**src/rtl/mips_pipe_pkg.sv**
```systemverilog
`default_nettype none
//============================================================================
// Module      : mips_pipe_pkg
// Description : Shared types and constants for the MIPS pipeline controller.
// Revision    : 1.0 - initial release
//============================================================================
package mips_pipe_pkg;

    // EX operand source selection
    typedef enum logic [1:0] {
        FWD_RF  = 2'b00,
        FWD_WB  = 2'b01,
        FWD_MEM = 2'b10
    } fwd_sel_t;

    // Fetch controller state
    typedef enum logic [1:0] {
        RUN        = 2'd0,
        WAIT       = 2'd1,
        WAIT_REDIR = 2'd2
    } state_t;

    // Sequential fetch stride in bytes
    localparam int PC_INC = 4;

endpackage : mips_pipe_pkg
`default_nettype wire

```
**src/rtl/mips_hazard_detect.sv**
```systemverilog
`default_nettype none
//============================================================================
// Module      : mips_hazard_detect
// Description : Combinational RAW / load-use hazard detection and EX
//               operand forwarding selects.
// Revision    : 1.0 - initial release
//============================================================================
module mips_hazard_detect
    import mips_pipe_pkg::*;
#(
    parameter int FWD_EN = 1,
    parameter int REG_AW = 5
) (
    input  logic [REG_AW-1:0] i_id_rs,
    input  logic [REG_AW-1:0] i_id_rt,
    input  logic              i_id_uses_rt,
    input  logic [REG_AW-1:0] i_ex_rs,
    input  logic [REG_AW-1:0] i_ex_rt,
    input  logic [REG_AW-1:0] i_ex_rd,
    input  logic              i_ex_reg_write,
    input  logic              i_ex_mem_read,
    input  logic [REG_AW-1:0] i_mem_rd,
    input  logic              i_mem_reg_write,
    input  logic [REG_AW-1:0] i_wb_rd,
    input  logic              i_wb_reg_write,
    output logic              o_hazard,
    output fwd_sel_t          o_fwd_a,
    output fwd_sel_t          o_fwd_b
);

    logic w_ex_hit;
    logic w_mem_hit;
    logic w_load_use;

    // A destination "hits" ID when it is non-zero and matches a source ID reads
    assign w_ex_hit   = (i_ex_rd != '0) &&
                        ((i_ex_rd == i_id_rs) || (i_id_uses_rt && (i_ex_rd == i_id_rt)));
    assign w_mem_hit  = (i_mem_rd != '0) &&
                        ((i_mem_rd == i_id_rs) || (i_id_uses_rt && (i_mem_rd == i_id_rt)));
    assign w_load_use = i_ex_mem_read && w_ex_hit;

    generate
        if (FWD_EN != 0) begin : g_fwd
            logic w_unused_fwd;
            // With forwarding only a load result is too late for the next EX
            assign w_unused_fwd = i_ex_reg_write ^ w_mem_hit;

            // Hazard flag and forwarding muxes; MEM is younger so it wins over WB
            always_comb begin
                o_hazard = w_load_use;
                o_fwd_a  = FWD_RF;
                o_fwd_b  = FWD_RF;
                if (i_mem_reg_write && (i_mem_rd != '0) && (i_mem_rd == i_ex_rs)) begin
                    o_fwd_a = FWD_MEM;
                end else if (i_wb_reg_write && (i_wb_rd != '0) && (i_wb_rd == i_ex_rs)) begin
                    o_fwd_a = FWD_WB;
                end
                if (i_mem_reg_write && (i_mem_rd != '0) && (i_mem_rd == i_ex_rt)) begin
                    o_fwd_b = FWD_MEM;
                end else if (i_wb_reg_write && (i_wb_rd != '0) && (i_wb_rd == i_ex_rt)) begin
                    o_fwd_b = FWD_WB;
                end
            end
        end else begin : g_no_fwd
            logic w_unused_nofwd;
            // Without forwarding the EX sources and WB are irrelevant: the
            // register file writes before it reads
            assign w_unused_nofwd = ^{i_ex_rs, i_ex_rt, i_wb_rd, i_wb_reg_write};

            // Stall on any in-flight producer of an ID source
            always_comb begin
                o_hazard = w_load_use ||
                           (i_ex_reg_write && w_ex_hit) ||
                           (i_mem_reg_write && w_mem_hit);
                o_fwd_a  = FWD_RF;
                o_fwd_b  = FWD_RF;
            end
        end
    endgenerate

endmodule : mips_hazard_detect
`default_nettype wire

```
**src/rtl/mips_pipe_ctrl.sv**
```systemverilog
`default_nettype none
//============================================================================
// Module      : mips_pipe_ctrl
// Description : Five-stage MIPS pipeline controller: fetch PC, redirects,
//               hazard stalls, forwarding selects, memory-wait freeze and
//               saturating stall/flush counters.
// Revision    : 1.0 - initial release
//============================================================================
module mips_pipe_ctrl
    import mips_pipe_pkg::*;
#(
    parameter int                ADDR_W   = 32,
    parameter int                REG_AW   = 5,
    parameter logic [ADDR_W-1:0] RESET_PC = '0,
    parameter int                FWD_EN   = 1,
    parameter int                CNT_W    = 16
) (
    input  logic              Clk,
    input  logic              Reset_n,
    input  logic [REG_AW-1:0] ID_Rs,
    input  logic [REG_AW-1:0] ID_Rt,
    input  logic              ID_UsesRt,
    input  logic [REG_AW-1:0] EX_Rs,
    input  logic [REG_AW-1:0] EX_Rt,
    input  logic [REG_AW-1:0] EX_Rd,
    input  logic              EX_RegWrite,
    input  logic              EX_MemRead,
    input  logic [REG_AW-1:0] MEM_Rd,
    input  logic              MEM_RegWrite,
    input  logic [REG_AW-1:0] WB_Rd,
    input  logic              WB_RegWrite,
    input  logic              PCSrc,
    input  logic [ADDR_W-1:0] BranchPC,
    input  logic              Jump,
    input  logic [ADDR_W-1:0] JumpPC,
    input  logic              Mem_Ready,
    output logic [ADDR_W-1:0] Out_PC,
    output logic              Pipe_En,
    output logic              IFID_Write,
    output logic              IFID_Flush,
    output logic              IDEX_Flush,
    output logic [1:0]        FwdA,
    output logic [1:0]        FwdB,
    output logic              Misalign_Err,
    output logic [CNT_W-1:0]  Stall_Cnt,
    output logic [CNT_W-1:0]  Flush_Cnt
);

    state_t            state_q, state_d;
    logic [ADDR_W-1:0] pc_q, pc_d;
    logic [ADDR_W-1:0] target_q, target_d;
    logic              misalign_q, misalign_d;
    logic [CNT_W-1:0]  stall_cnt_q, stall_cnt_d;
    logic [CNT_W-1:0]  flush_cnt_q, flush_cnt_d;

    logic              w_hazard;
    fwd_sel_t          w_fwd_a;
    fwd_sel_t          w_fwd_b;
    logic              w_redir;
    logic [ADDR_W-1:0] w_redir_tgt;
    logic              w_apply;
    logic [ADDR_W-1:0] w_apply_tgt;
    logic              w_stall_ev;

    mips_hazard_detect #(
        .FWD_EN (FWD_EN),
        .REG_AW (REG_AW)
    ) u_hazard (
        .i_id_rs         (ID_Rs),
        .i_id_rt         (ID_Rt),
        .i_id_uses_rt    (ID_UsesRt),
        .i_ex_rs         (EX_Rs),
        .i_ex_rt         (EX_Rt),
        .i_ex_rd         (EX_Rd),
        .i_ex_reg_write  (EX_RegWrite),
        .i_ex_mem_read   (EX_MemRead),
        .i_mem_rd        (MEM_Rd),
        .i_mem_reg_write (MEM_RegWrite),
        .i_wb_rd         (WB_Rd),
        .i_wb_reg_write  (WB_RegWrite),
        .o_hazard        (w_hazard),
        .o_fwd_a         (w_fwd_a),
        .o_fwd_b         (w_fwd_b)
    );

    // Jump resolves in the same stage as a branch and has priority over it
    assign w_redir     = Jump | PCSrc;
    assign w_redir_tgt = Jump ? JumpPC : BranchPC;

    // Forwarding selects are forced to the register file while in reset
    assign FwdA = Reset_n ? w_fwd_a : FWD_RF;
    assign FwdB = Reset_n ? w_fwd_b : FWD_RF;

    assign Out_PC       = pc_q;
    assign Misalign_Err = misalign_q;
    assign Stall_Cnt    = stall_cnt_q;
    assign Flush_Cnt    = flush_cnt_q;

    // Next-state, next-PC and pipeline-control decode by cycle priority
    always_comb begin
        state_d     = state_q;
        pc_d        = pc_q;
        target_d    = target_q;
        misalign_d  = misalign_q;
        stall_cnt_d = stall_cnt_q;
        flush_cnt_d = flush_cnt_q;
        Pipe_En     = 1'b1;
        IFID_Write  = 1'b1;
        IFID_Flush  = 1'b0;
        IDEX_Flush  = 1'b0;
        w_apply     = 1'b0;
        w_apply_tgt = '0;
        w_stall_ev  = 1'b0;

        if (!Reset_n) begin
            Pipe_En    = 1'b0;
            IFID_Write = 1'b0;
            IFID_Flush = 1'b1;
            IDEX_Flush = 1'b1;
        end else if (!Mem_Ready) begin
            // Whole pipe frozen; only the first redirect seen is remembered
            Pipe_En    = 1'b0;
            IFID_Write = 1'b0;
            w_stall_ev = 1'b1;
            case (state_q)
                WAIT_REDIR: state_d = WAIT_REDIR;
                default: begin
                    if (w_redir) begin
                        state_d  = WAIT_REDIR;
                        target_d = w_redir_tgt;
                    end else begin
                        state_d = WAIT;
                    end
                end
            endcase
        end else if (state_q == WAIT_REDIR) begin
            state_d     = RUN;
            w_apply     = 1'b1;
            w_apply_tgt = target_q;
        end else begin
            state_d = RUN;
            if (w_hazard) begin
                // Redirect is dropped; the branch stays in ID and retries
                IFID_Write = 1'b0;
                IDEX_Flush = 1'b1;
                w_stall_ev = 1'b1;
            end else if (w_redir) begin
                w_apply     = 1'b1;
                w_apply_tgt = w_redir_tgt;
            end else begin
                pc_d = pc_q + ADDR_W'(PC_INC);
            end
        end

        if (w_apply) begin
            pc_d       = {w_apply_tgt[ADDR_W-1:2], 2'b00};
            IFID_Flush = 1'b1;
            if (w_apply_tgt[1:0] != 2'b00) begin
                misalign_d = 1'b1;
            end
            if (!(&flush_cnt_q)) begin
                flush_cnt_d = flush_cnt_q + CNT_W'(1);
            end
        end

        if (w_stall_ev && !(&stall_cnt_q)) begin
            stall_cnt_d = stall_cnt_q + CNT_W'(1);
        end
    end

    // State and PC registers with synchronous active-low reset
    always_ff @(posedge Clk) begin
        if (!Reset_n) begin
            state_q     <= RUN;
            pc_q        <= RESET_PC;
            target_q    <= '0;
            misalign_q  <= 1'b0;
            stall_cnt_q <= '0;
            flush_cnt_q <= '0;
        end else begin
            state_q     <= state_d;
            pc_q        <= pc_d;
            target_q    <= target_d;
            misalign_q  <= misalign_d;
            stall_cnt_q <= stall_cnt_d;
            flush_cnt_q <= flush_cnt_d;
        end
    end

endmodule : mips_pipe_ctrl
`default_nettype wire

```
**config.mk**
```make
export PLATFORM = sky130hd
export DESIGN_NAME = mips_pipe_ctrl
export DESIGN_NICKNAME = d
export VERILOG_FILES = /design/src/rtl/mips_pipe_pkg.sv /design/src/rtl/mips_hazard_detect.sv /design/src/rtl/mips_pipe_ctrl.sv
export SDC_FILE = /design/constraint.sdc
export NUM_CORES = 1
export LEC_CHECK = 0
export CORE_ASPECT_RATIO = 0.6
export CORE_MARGIN = 2
export CORE_UTILIZATION = 45
export CTS_CLUSTER_DIAMETER = 30
export DETAILED_ROUTE_END_ITERATION = 6
export PLACE_DENSITY = 0.78
export SLEW_MARGIN = 25
export SYNTH_ARGS = -nofsm -noshare
export SYNTH_HDL_FRONTEND = slang
export SYNTH_SLANG_ARGS = --single-unit
```
**constraint.sdc**
```tcl
create_clock -name Clk -period 3.2 [get_ports Clk]
set_clock_uncertainty 0.1 [all_clocks]
set_input_delay 0.64 -clock Clk [delete_from_list [all_inputs] [get_ports Clk]]
set_output_delay 0.64 -clock Clk [all_outputs]
set_load 0.05 [all_outputs]
```
==> results.yml, run 1 <==
logic_synthesis:
  syn_inst: 692
  yosysTopAreaCell: "dfxtp_1"
  synth_top_family_by_area: "compound AO/OA/AOI/OAI gates"
  synth_fa_ha_area_frac: 0.00657
  mappedNetlistArea_um2: 5720
  synth_compound_area_frac: 0.269
  yosys_warnings: 0
  synth.avg_cell_area_um2: 8.26
  synth.area.top_cells: "dfxtp_1 (34%), xnor2_1 (5.8%), mux2i_1 (5.6%), a211oi_1 (4.9%), o21ai_0 (4.0%)"
  muxShareOfSynthArea: 0.0560
  yosysTopAreaCellShare: 0.340
  synth-edff-count: 0
  async_reset_ff_frac: 0
  yosysUniqueCellTypes: 58
  synth_ff_type: "dfxtp_1"
  ys_seq_area_frac: 0.340
  synth.ff_latch_count: 97
  synth-simple-area-share: 0.197
  synthXorXnorAreaFrac: 0.0858
floorplan:
  fp-row-count: 31
  io_pins: 182
  die_height_um: 91.3
  chipWidth_um: 149
  core_um2: 12200
  die_area_um2: 13600
  start_util: 0.468
clock_tree:
  cts.path.max_buffers: 2
  cts_tree: "yes"
  htreeDepth: 3
  clk_latency_ps: 350
  clock-sinks: 97
  clk_pin_slew_ps: 70
  cts_made_buffers: 9
  cts_root_buffer: "clkbuf_16"
  ctsHoldBuffers: 0
setup_path:
  worstSetupEndpointType: "primary output"
  r2r_slack_ps: 360
  start_kind: "primary input"
  criticalPathCategory: "primary input to primary output"
  worstPathArrival_ps: 2430
  crit_required_ps: 2460
  critPathMaxFanout: 2
hold_path:
  min_path_type: "flop to flop"
cells_and_area:
  area_growth_pct: 48.6
  layout_common_cells: "clkdlybuf4s50_1 (161), dfxtp_1 (97), buf_4 (52), nor2_1 (51), nand2_1 (49)"
  insertedDiodeCount: 0
  final_net_count: 1000
  final_core_util: 0.695
  final_common_cell: "clkdlybuf4s50_1"
  drive_above_1_share: 0.116
placement:
  portBuffers: 178
  dpl.hpwl_um: 14300
  dp_slack_ps: -182
  gp_congestion: 0.930
detailed_routing:
  drt_iter0_drc: 491
  ant_nets: 0
  drt-total-wl_um: 19900
  vias: 6401
  drc: 0
  via_per_inst: 6.05
  first_pass_iters: 5
  wl_per_cell_um: 18.8
power:
  power_density_nw_per_um2: 398
  leakage_nw: 2.97
  peakVddDrop_v: 0.000257
global_routing:
  overflow: 0
  grt_max_degree: 58
  track_usage: 0.284
  grt_pass1_wl_um: 31500
  first_global_vias: 6243
  antenna_found_initial: 0
timing:
  max-slew-margin-rel: 0.522
  fin_crit_ps: 3170
  fin_crit_sh: 0.989
  fmax_mhz: 316
  hold_viol: 0
  setup_viol: 0
  worst_slew_pin_slew_ps: 717
  slew_violations: 0
  fin_ws_ps: 34.4
run_status:
  status: "finished clean"
run:
  maxCapViolations: 0
## worst max-delay path, stage by stage
cell,delay (ps)
clkdlybuf4s50_1,430
or4_4,520
o21ai_4,240
nor4_4,90
nor4_4,320
buf_12,180
## final timing paths
| path | end | start | cells past startpoint |
|---|---|---|---|
| worst min-delay path | target_q[29] | target_q[29] | 2 |
| worst max register to register | Out_PC[26] | Out_PC[2] | 7 |
| worst min register to register | target_q[29] | target_q[29] | 2 |
| worst max-delay path | FwdB[0] | MEM_Rd[2] | 6 |
## logic make-up (layout without fill, tap and decap cells)
group,Yosys count,after routing
AND/OR/NAND/NOR,221,221
AO/OA/AOI/OAI,218,218
flip-flops,97,97
XOR/XNOR,56,56
buffers and inverters,64,264
adder cells (fa/ha/maj),3,3
other,1,2
multiplexers,32,32
## power by group
| group | leakage, nW | total [mW] | internal, mW | switching [mW] |
|---|---|---|---|---|
| Sequential | 0.794 | 1.34 | 1.28 | 0.0668 |
| Combinational | 2.02 | 0.830 | 0.368 | 0.462 |
| Clock | 0.155 | 1.21 | 0.729 | 0.478 |
| Total | 2.97 | 3.38 | 2.37 | 1.01 |
## synth_stat cells (4+ instances only)
master     instances
a2111oi_0          7
or4_1              9
a311oi_1           4
inv_1             16
o21ai_0           46
o31ai_1            8
nor2_1            51
nand4_1           11
clkbuf_1          41
nor2b_1            4
and2_1             7
nor3_1            10
nand3_1           27
dfxtp_1           97
xor2_1            18
nand2b_1           9
mux2i_1           32
a21oi_1           32
nand2_1           49
a221oi_1          23
and3_1             9
nor4_1            10
a211oi_1          37
a22oi_1           25
or3_1             13
xnor2_1           38
o211ai_1           8
## cell type report
| type | instances | area [µm²] |
|---|---|---|
| fill | 931 | 3730 |
| multi-input combinational | 532 | 3670 |
| timing repair buffer | 232 | 2280 |
| sequential | 97 | 1940 |
| clock buffer | 12 | 256 |
| tap | 165 | 206 |
| clock inverter | 4 | 75.1 |
| inverter | 16 | 60.1 |
## registers in the layout (all words and copies together) (netlist names)
name / cells
Stall_Cnt: 16
Out_PC: 30
state_q: 2
Misalign_Err: 1
target_q: 32
Flush_Cnt: 16
## repair_timing
| item | CTS | global route |
|---|---|---|
| gates resized for setup | 13 | 15 |
| endpoints found under the setup margin | 5 | 6 |
| buffers inserted | 0 | 2 |
| pin swaps | 2 | 7 |
## metal layers
layer / wire length [µm] / up-vias / GRT usage
li1: - / 3012 / -
met1: 8630 / 3029 / 0.379
met2: 9100 / 327 / 0.469
met3: 1850 / 33 / 0.0603
met4: 341 / 0 / 0.0714
met5: 0 / - / 0
## per-stage QoR
step	hold WS, ps	cells	setup TNS [ps]	area (µm²)	power, mW
6_report	359	1058	0	8490	3.38
2_1_floorplan	329	693	0	5730	1.78
5_1_grt	375	1058	-17.5	8490	3.48
4_1_cts	361	1056	-18.3	8400	3.36
3_5_place_dp	352	1040	-1200	8020	2.17
3_3_place_gp	338	1040	-278	8020	2.14
(Power assumes the default switching activity.)
==> run 2, diff against run 1 <==
--- a/config.mk
+++ b/config.mk
@@ -14,4 +14,5 @@
 export SLEW_MARGIN = 25
 export SYNTH_ARGS = -nofsm -noshare
 export SYNTH_HDL_FRONTEND = slang
+export SYNTH_HIERARCHICAL = 1
 export SYNTH_SLANG_ARGS = --single-unit
==> run 2 against run 1 <==
Against the previous run:
- clock power shrank 7%
- non-clock buffer count is 13 higher
- maximum frequency about the same
- total power fell by 2.2%
- largest cell class unchanged
- sequential power about the same
- die area grew 0.30%
- register-to-register slack better by 310 ps
- first-iteration DRC count rose by 43%
==> results.yml, run 2 <==
clock_tree:
  ctsHoldBuffers: 0
  cts_made_buffers: 9
  clock-sinks: 97
  clk_latency_ps: 350
  clk_pin_slew_ps: 70
  cts_root_buffer: "clkbuf_16"
  cts.path.max_buffers: 2
  cts_tree: "yes"
  htreeDepth: 3
timing:
  fin_crit_ps: 3160
  max-slew-margin-rel: 0.472
  fin_setup_tns_ps: 0
  fin_crit_sh: 0.988
  hold_viol: 0
  setup_viol: 0
  worst_slew_pin_slew_ps: 784
  fmax_mhz: 316
  slew_violations: 0
cells_and_area:
  drive_above_1_share: 0.147
  area_growth_pct: 51.6
  final_net_count: 1031
  final_common_cell: "clkdlybuf4s50_1"
  register_area_um2: 1940
  top_register: "target_q"
  insertedDiodeCount: 0
  final_area_um2: 8690
  layout_common_cells: "clkdlybuf4s50_1 (153), dfxtp_1 (97), nor2_1 (61), buf_4 (58), nand2_1 (49)"
  final_cells: 1089
  fillers: 954
  largest_reg_flops: 32
  multi_input_area_um2: 3710
detailed_routing:
  wl_per_cell_um: 18.3
  wl_met2_um: 9000
  via_per_inst: 6.01
  met1_length_um: 8620
  ant_nets: 0
  vias: 6544
  drt-total-wl_um: 19900
  top_layer: "met4"
  wl_met3_um: 1920
  drc: 0
  drt_iter0_drc: 703
  first_pass_iters: 6
logic_synthesis:
  yosys_warnings: 6
  synth.avg_cell_area_um2: 8.04
  ys_seq_area_frac: 0.339
  yosysUniqueCellTypes: 62
  synth-simple-area-share: 0.238
  yosysTopAreaCell: "dfxtp_1"
  synth_fa_ha_area_frac: 0.00655
  mappedNetlistArea_um2: 5730
  synth_ff_type: "dfxtp_1"
  synthXorXnorAreaFrac: 0.0519
  async_reset_ff_frac: 0
  synth.ff_latch_count: 97
  synth_top_family_by_area: "compound AO/OA/AOI/OAI gates"
  muxShareOfSynthArea: 0.0663
  yosys-top-cells-count: "dfxtp_1 (97), nor2_1 (62), a21oi_1 (49), nand2_1 (49)"
  yosysTopAreaCellShare: 0.339
  synth_compound_area_frac: 0.250
  syn_inst: 713
  synth.area.top_cells: "dfxtp_1 (34%), mux2i_1 (6.6%), a211oi_1 (4.8%), a21oi_1 (4.3%), nor2_1 (4.1%)"
  synth-edff-count: 0
  synth.most_common_cell: "dfxtp_1"
floorplan:
  start_util: 0.468
  chipWidth_um: 150
  die_area_um2: 13700
  die_height_um: 91.4
  io_pins: 182
  core_um2: 12300
  fp-row-count: 31
power:
  peakVddDrop_v: 0.000252
  power_density_nw_per_um2: 380
  finalPower_mw: 3.31
  leakage_nw: 3.19
setup_path:
  worstSetupEndpointType: "primary output"
  crit_buf_inv: 4
  crit_required_ps: 2460
  start_kind: "primary input"
  criticalPathCategory: "primary input to primary output"
  worstPathArrival_ps: 2420
  cp_top_family: "buffers and inverters"
  slowest_stage: "clkdlybuf4s50_1"
  critPathMaxFanout: 3
  worstPathCellList: "clkdlybuf4s50_1 -> xor2_1 -> nor3_2 -> nand3_1 -> a21oi_4 -> a21o_1 -> inv_2 -> a21oi_4 -> inv_2 -> buf_8"
  slowest_delay_ps: 420
global_routing:
  overflow: 0
  antenna_found_initial: 0
  first_global_vias: 6123
  track_usage: 0.288
  grt_max_degree: 66
  grt_pass1_wl_um: 31400
placement:
  dp_cells: 1063
  dpl-instance-area_um2: 8080
  dpl.hpwl_um: 14300
  gp_congestion: 0.934
  portBuffers: 178
hold_path:
  min_path_type: "flop to flop"
run_status:
  status: "finished clean"
run:
  maxCapViolations: 0
-- run 2: metal layers --
layer | up-vias | global-route usage
met5 | - | 0
met4 | 0 | 0.0818
met3 | 39 | 0.0653
met2 | 344 | 0.448
met1 | 3044 | 0.400
li1 | 3117 | -
-- run 2: final timing paths --
path | from | endpoint | slack (ps) | cells after the start
min | Misalign_Err | Misalign_Err | 400 | 2
max reg2reg | Out_PC[14] | Out_PC[21] | 670 | 5
min reg2reg | Misalign_Err | Misalign_Err | 400 | 2
max | ID_Rs[2] | IFID_Flush | 40 | 10
-- run 2: power breakdown --
group	internal (mW)	switching [mW]	total [mW]	leakage (nW)
combinational	0.386	0.460	0.846	2.25
clock	0.632	0.488	1.12	0.142
sequential	1.27	0.0662	1.34	0.792
-- run 2: repair_timing --
action                     4_1_cts  5_1_grt
resized for setup               27       41
setup buffers                    7        3
pin swaps                       14       17
setup endpoints to repair       22       51
-- run 2: logic make-up after synthesis --
group | count (synthesis)
adder cells (fa/ha/maj) | 3
AND/OR/NAND/NOR | 264
buffers and inverters | 66
AO/OA/AOI/OAI | 210
other | 1
XOR/XNOR | 34
flip-flops | 97
multiplexers | 38
-- run 2: worst reg2reg max path, delay by kind of cell (launching register included) --
| kind | cells | cell delay, ps |
|---|---|---|
| DFF | 1 | 440 |
| AOI/OAI and AO/OA | 1 | 110 |
| and+or+nand+nor | 4 | 1790 |
-- run 2: cell type report --
| type | instances | share of cell area |
|---|---|---|
| clock inverters | 5 | 0.00720 |
| well taps | 165 | 0.0238 |
| multi-input cells | 551 | 0.427 |
| clock buffers | 11 | 0.0279 |
| inverters | 15 | 0.00648 |
| flip-flops and latches | 97 | 0.223 |
| repair buffers | 245 | 0.284 |
-- run 2: metrics by stage --
stage / hold slack [ps] / util / setup slack [ps]
after CTS: 391 / 0.698 / -38.6
after detailed placement: 371 / 0.660 / -572
after global routing: 423 / 0.709 / -39.7
after floorplan: 374 / - / 87.0
final: 395 / 0.709 / 36.8
after global placement: 365 / 0.660 / -399
==> run 3, diff against run 2 <==
--- a/config.mk
+++ b/config.mk
@@ -5,12 +5,13 @@
 export SDC_FILE = /design/constraint.sdc
 export NUM_CORES = 1
 export LEC_CHECK = 0
+export ABC_AREA = 1
 export CORE_ASPECT_RATIO = 0.6
 export CORE_MARGIN = 2
-export CORE_UTILIZATION = 45
+export CORE_UTILIZATION = 44
 export CTS_CLUSTER_DIAMETER = 30
 export DETAILED_ROUTE_END_ITERATION = 6
-export PLACE_DENSITY = 0.78
+export PLACE_DENSITY = 0.74
 export SLEW_MARGIN = 25
 export SYNTH_ARGS = -nofsm -noshare
 export SYNTH_HDL_FRONTEND = slang
==> run 3 against run 2 <==
Against the previous run:
- register-to-register slack better by 380 ps
- largest power group unchanged
- count of clock-buffer cells in the layout shrank 1
- first-iteration DRC count shrank 7.8%
- non-clock buffer count down 48
- global-route usage fell by 2.9 points
- setup slack better by 110 ps
- sequential cell count stayed put
- worst hold slack worse by 49 ps
- area after synthesis increased by 15%
- design area grew 2.7%
- die area increased by 17%
==> results.yml, run 3 <==
logic_synthesis:
  yosys_warnings: 6
  synth.area.top_cells: "dfxtp_1 (30%), nand2_1 (22%), a21oi_1 (6.6%), inv_1 (6.4%), nor2_1 (6.3%)"
  synth.most_common_cell: "nand2_1"
  yosysTopAreaCell: "dfxtp_1"
  synth-edff-count: 0
  ys_seq_area_frac: 0.295
  synth_ff_type: "dfxtp_1"
  yosys-top-cells-count: "nand2_1 (393), inv_1 (112), nor2_1 (111)"
  yosysTopAreaCellShare: 0.295
  syn_inst: 1126
  async_reset_ff_frac: 0
  synth.ff_latch_count: 97
  mappedNetlistArea_um2: 6580
  synth.avg_cell_area_um2: 5.85
  yosysUniqueCellTypes: 36
setup_path:
  slowest_delay_ps: 520
  slowest_stage: "clkdlybuf4s50_1"
  startpoint: "EX_Rd[3]"
  cp_top_family: "buffers and inverters"
  crit_buf_inv: 4
  critPathMaxFanout: 4
  worstPathArrival_ps: 2310
  worstSetupEndpointType: "primary output"
  path_depth: 11
  criticalPathCategory: "primary input to primary output"
  path_common_cell: "nand2_1"
  worstPathCellList: "clkdlybuf4s50_1 -> inv_2 -> nand2_1 -> nand2_1 -> nor2_1 -> nand3_1 -> a21oi_2 -> nand2_2 -> o21ai_1 -> buf_4 -> buf_12"
  crit_required_ps: 2460
  start_kind: "primary input"
  r2r_slack_ps: 1050
  ff2ff_path_depth: 9
  reg2reg_from: "state_q[0]"
floorplan:
  start_util: 0.452
  core_um2: 14500
  fp-row-count: 34
  die_height_um: 98.7
  io_pins: 182
  die_area_um2: 16000
  chipWidth_um: 162
clock_tree:
  cts_made_buffers: 9
  clk_latency_ps: 350
  cts_tree: "yes"
  clk_pin_slew_ps: 70
  ctsHoldBuffers: 0
  cts.path.max_buffers: 2
  htreeDepth: 3
  cts_root_buffer: "clkbuf_16"
  clock-sinks: 97
global_routing:
  overflow: 0
  track_usage: 0.259
  first_global_vias: 6691
  grt_max_degree: 54
  antenna_found_initial: 0
  grt_pass1_wl_um: 33900
timing:
  fin_crit_sh: 0.954
  worst_slew_pin_slew_ps: 996
  max-slew-margin-rel: 0.333
  setup_viol: 0
  hold_viol: 0
  fin_ws_ps: 146
  fmax_mhz: 327
  fin_crit_ps: 3050
  slew_violations: 0
cells_and_area:
  area_growth_pct: 35.6
  final_cells: 1492
  final_net_count: 1401
  multi_input_area_um2: 3950
  final_common_cell: "nand2_1"
  insertedDiodeCount: 0
  fillers: 1423
  layout_common_cells: "nand2_1 (392), clkdlybuf4s50_1 (168), inv_1 (112), nor2_1 (111), dfxtp_1 (97)"
  drive_above_1_share: 0.0611
  largest_reg_flops: 32
  top_register: "target_q"
  register_area_um2: 1940
detailed_routing:
  drc: 0
  vias: 7542
  wl_per_cell_um: 13.7
  first_pass_iters: 7
  via_per_inst: 5.05
  drt-total-wl_um: 20400
  drt_iter0_drc: 648
  ant_nets: 0
placement:
  dpl.hpwl_um: 15700
  dp_cells: 1475
  portBuffers: 178
  dp_slack_ps: -98.4
  gp_congestion: 0.929
run:
  maxCapViolations: 0
run_status:
  status: "finished clean"
power:
  power_density_nw_per_um2: 370
  finalPower_mw: 3.31
  leakage_nw: 3.68
  peakVddDrop_v: 0.000250
hold_path:
  min_from: "target_q[30]"
  min_path_type: "flop to flop"
  min_path_cells: 2
run 3: cell families (layout without fill, tap and decap cells):
logic type,Yosys count,count (layout),synth area share
and+or+nand+nor,638,638,0.402
AOI/OAI and AO/OA,175,175,0.140
buffers and inverters,174,341,0.106
DFF,97,97,0.295
xor gates and xnor gates,37,37,0.0492
adders and majority gates,3,3,0.00570
other,1,2,0.000570
muxes,1,1,0.00152
run 3: area by class of cell:
| cell class | count | share of cell area |
|---|---|---|
| Clock inverter | 6 | 0.00827 |
| Clock buffer | 10 | 0.0256 |
| Tap cell | 198 | 0.0278 |
| Inverter | 128 | 0.0538 |
| Multi-Input combinational cell | 856 | 0.443 |
| Timing Repair Buffer | 197 | 0.224 |
| Sequential cell | 97 | 0.218 |
run 3: power breakdown:
part           internal, mW  switching, mW  leakage [nW]  total [mW]
Combinational         0.341          0.504          2.75       0.844
Clock                 0.617          0.498         0.141        1.11
Sequential             1.28         0.0694         0.794        1.35
run 3: routing by layer:
metal	global-route usage	wire, µm	vias to the layer above
met3	0.0408	1430	23
met1	0.386	10200	3344
met4	0.0422	178	0
met2	0.399	8680	283
li1	-	-	3892
met5	0	0	-
run 3: stage by stage:
stage | util | hold slack, ps | setup TNS [ps] | area [µm²]
floorplan | - | 322 | 0 | 6590
global placement | 0.592 | 333 | -491 | 8610
detailed placement | 0.592 | 338 | -979 | 8610
CTS | 0.613 | 348 | 0 | 8910
global route | 0.614 | 372 | -0.889 | 8930
finish | 0.614 | 346 | 0 | 8930
run 3: worst reg2reg max path, cell delays in order (launching register included):
cell	delay, ps
dfxtp_1	310
inv_1	50
nand2_1	100
nand2_2	130
nand2_2	90
nor2_4	570
nand2_4	260
inv_2	250
nand2_1	90
a21oi_1	140
run 3: path summary, 6_finish.rpt:
kind	endpoint
max	IDEX_Flush
min	target_q[30]
max reg2reg	Flush_Cnt[6]
min reg2reg	target_q[30]
run 3: timing repair:
| item | in CTS | in global routing |
|---|---|---|
| buffers inserted | 0 | 1 |
| pin swaps | 0 | 1 |
| endpoints found under the setup margin | 2 | 4 |
| resized for setup | 1 | 4 |
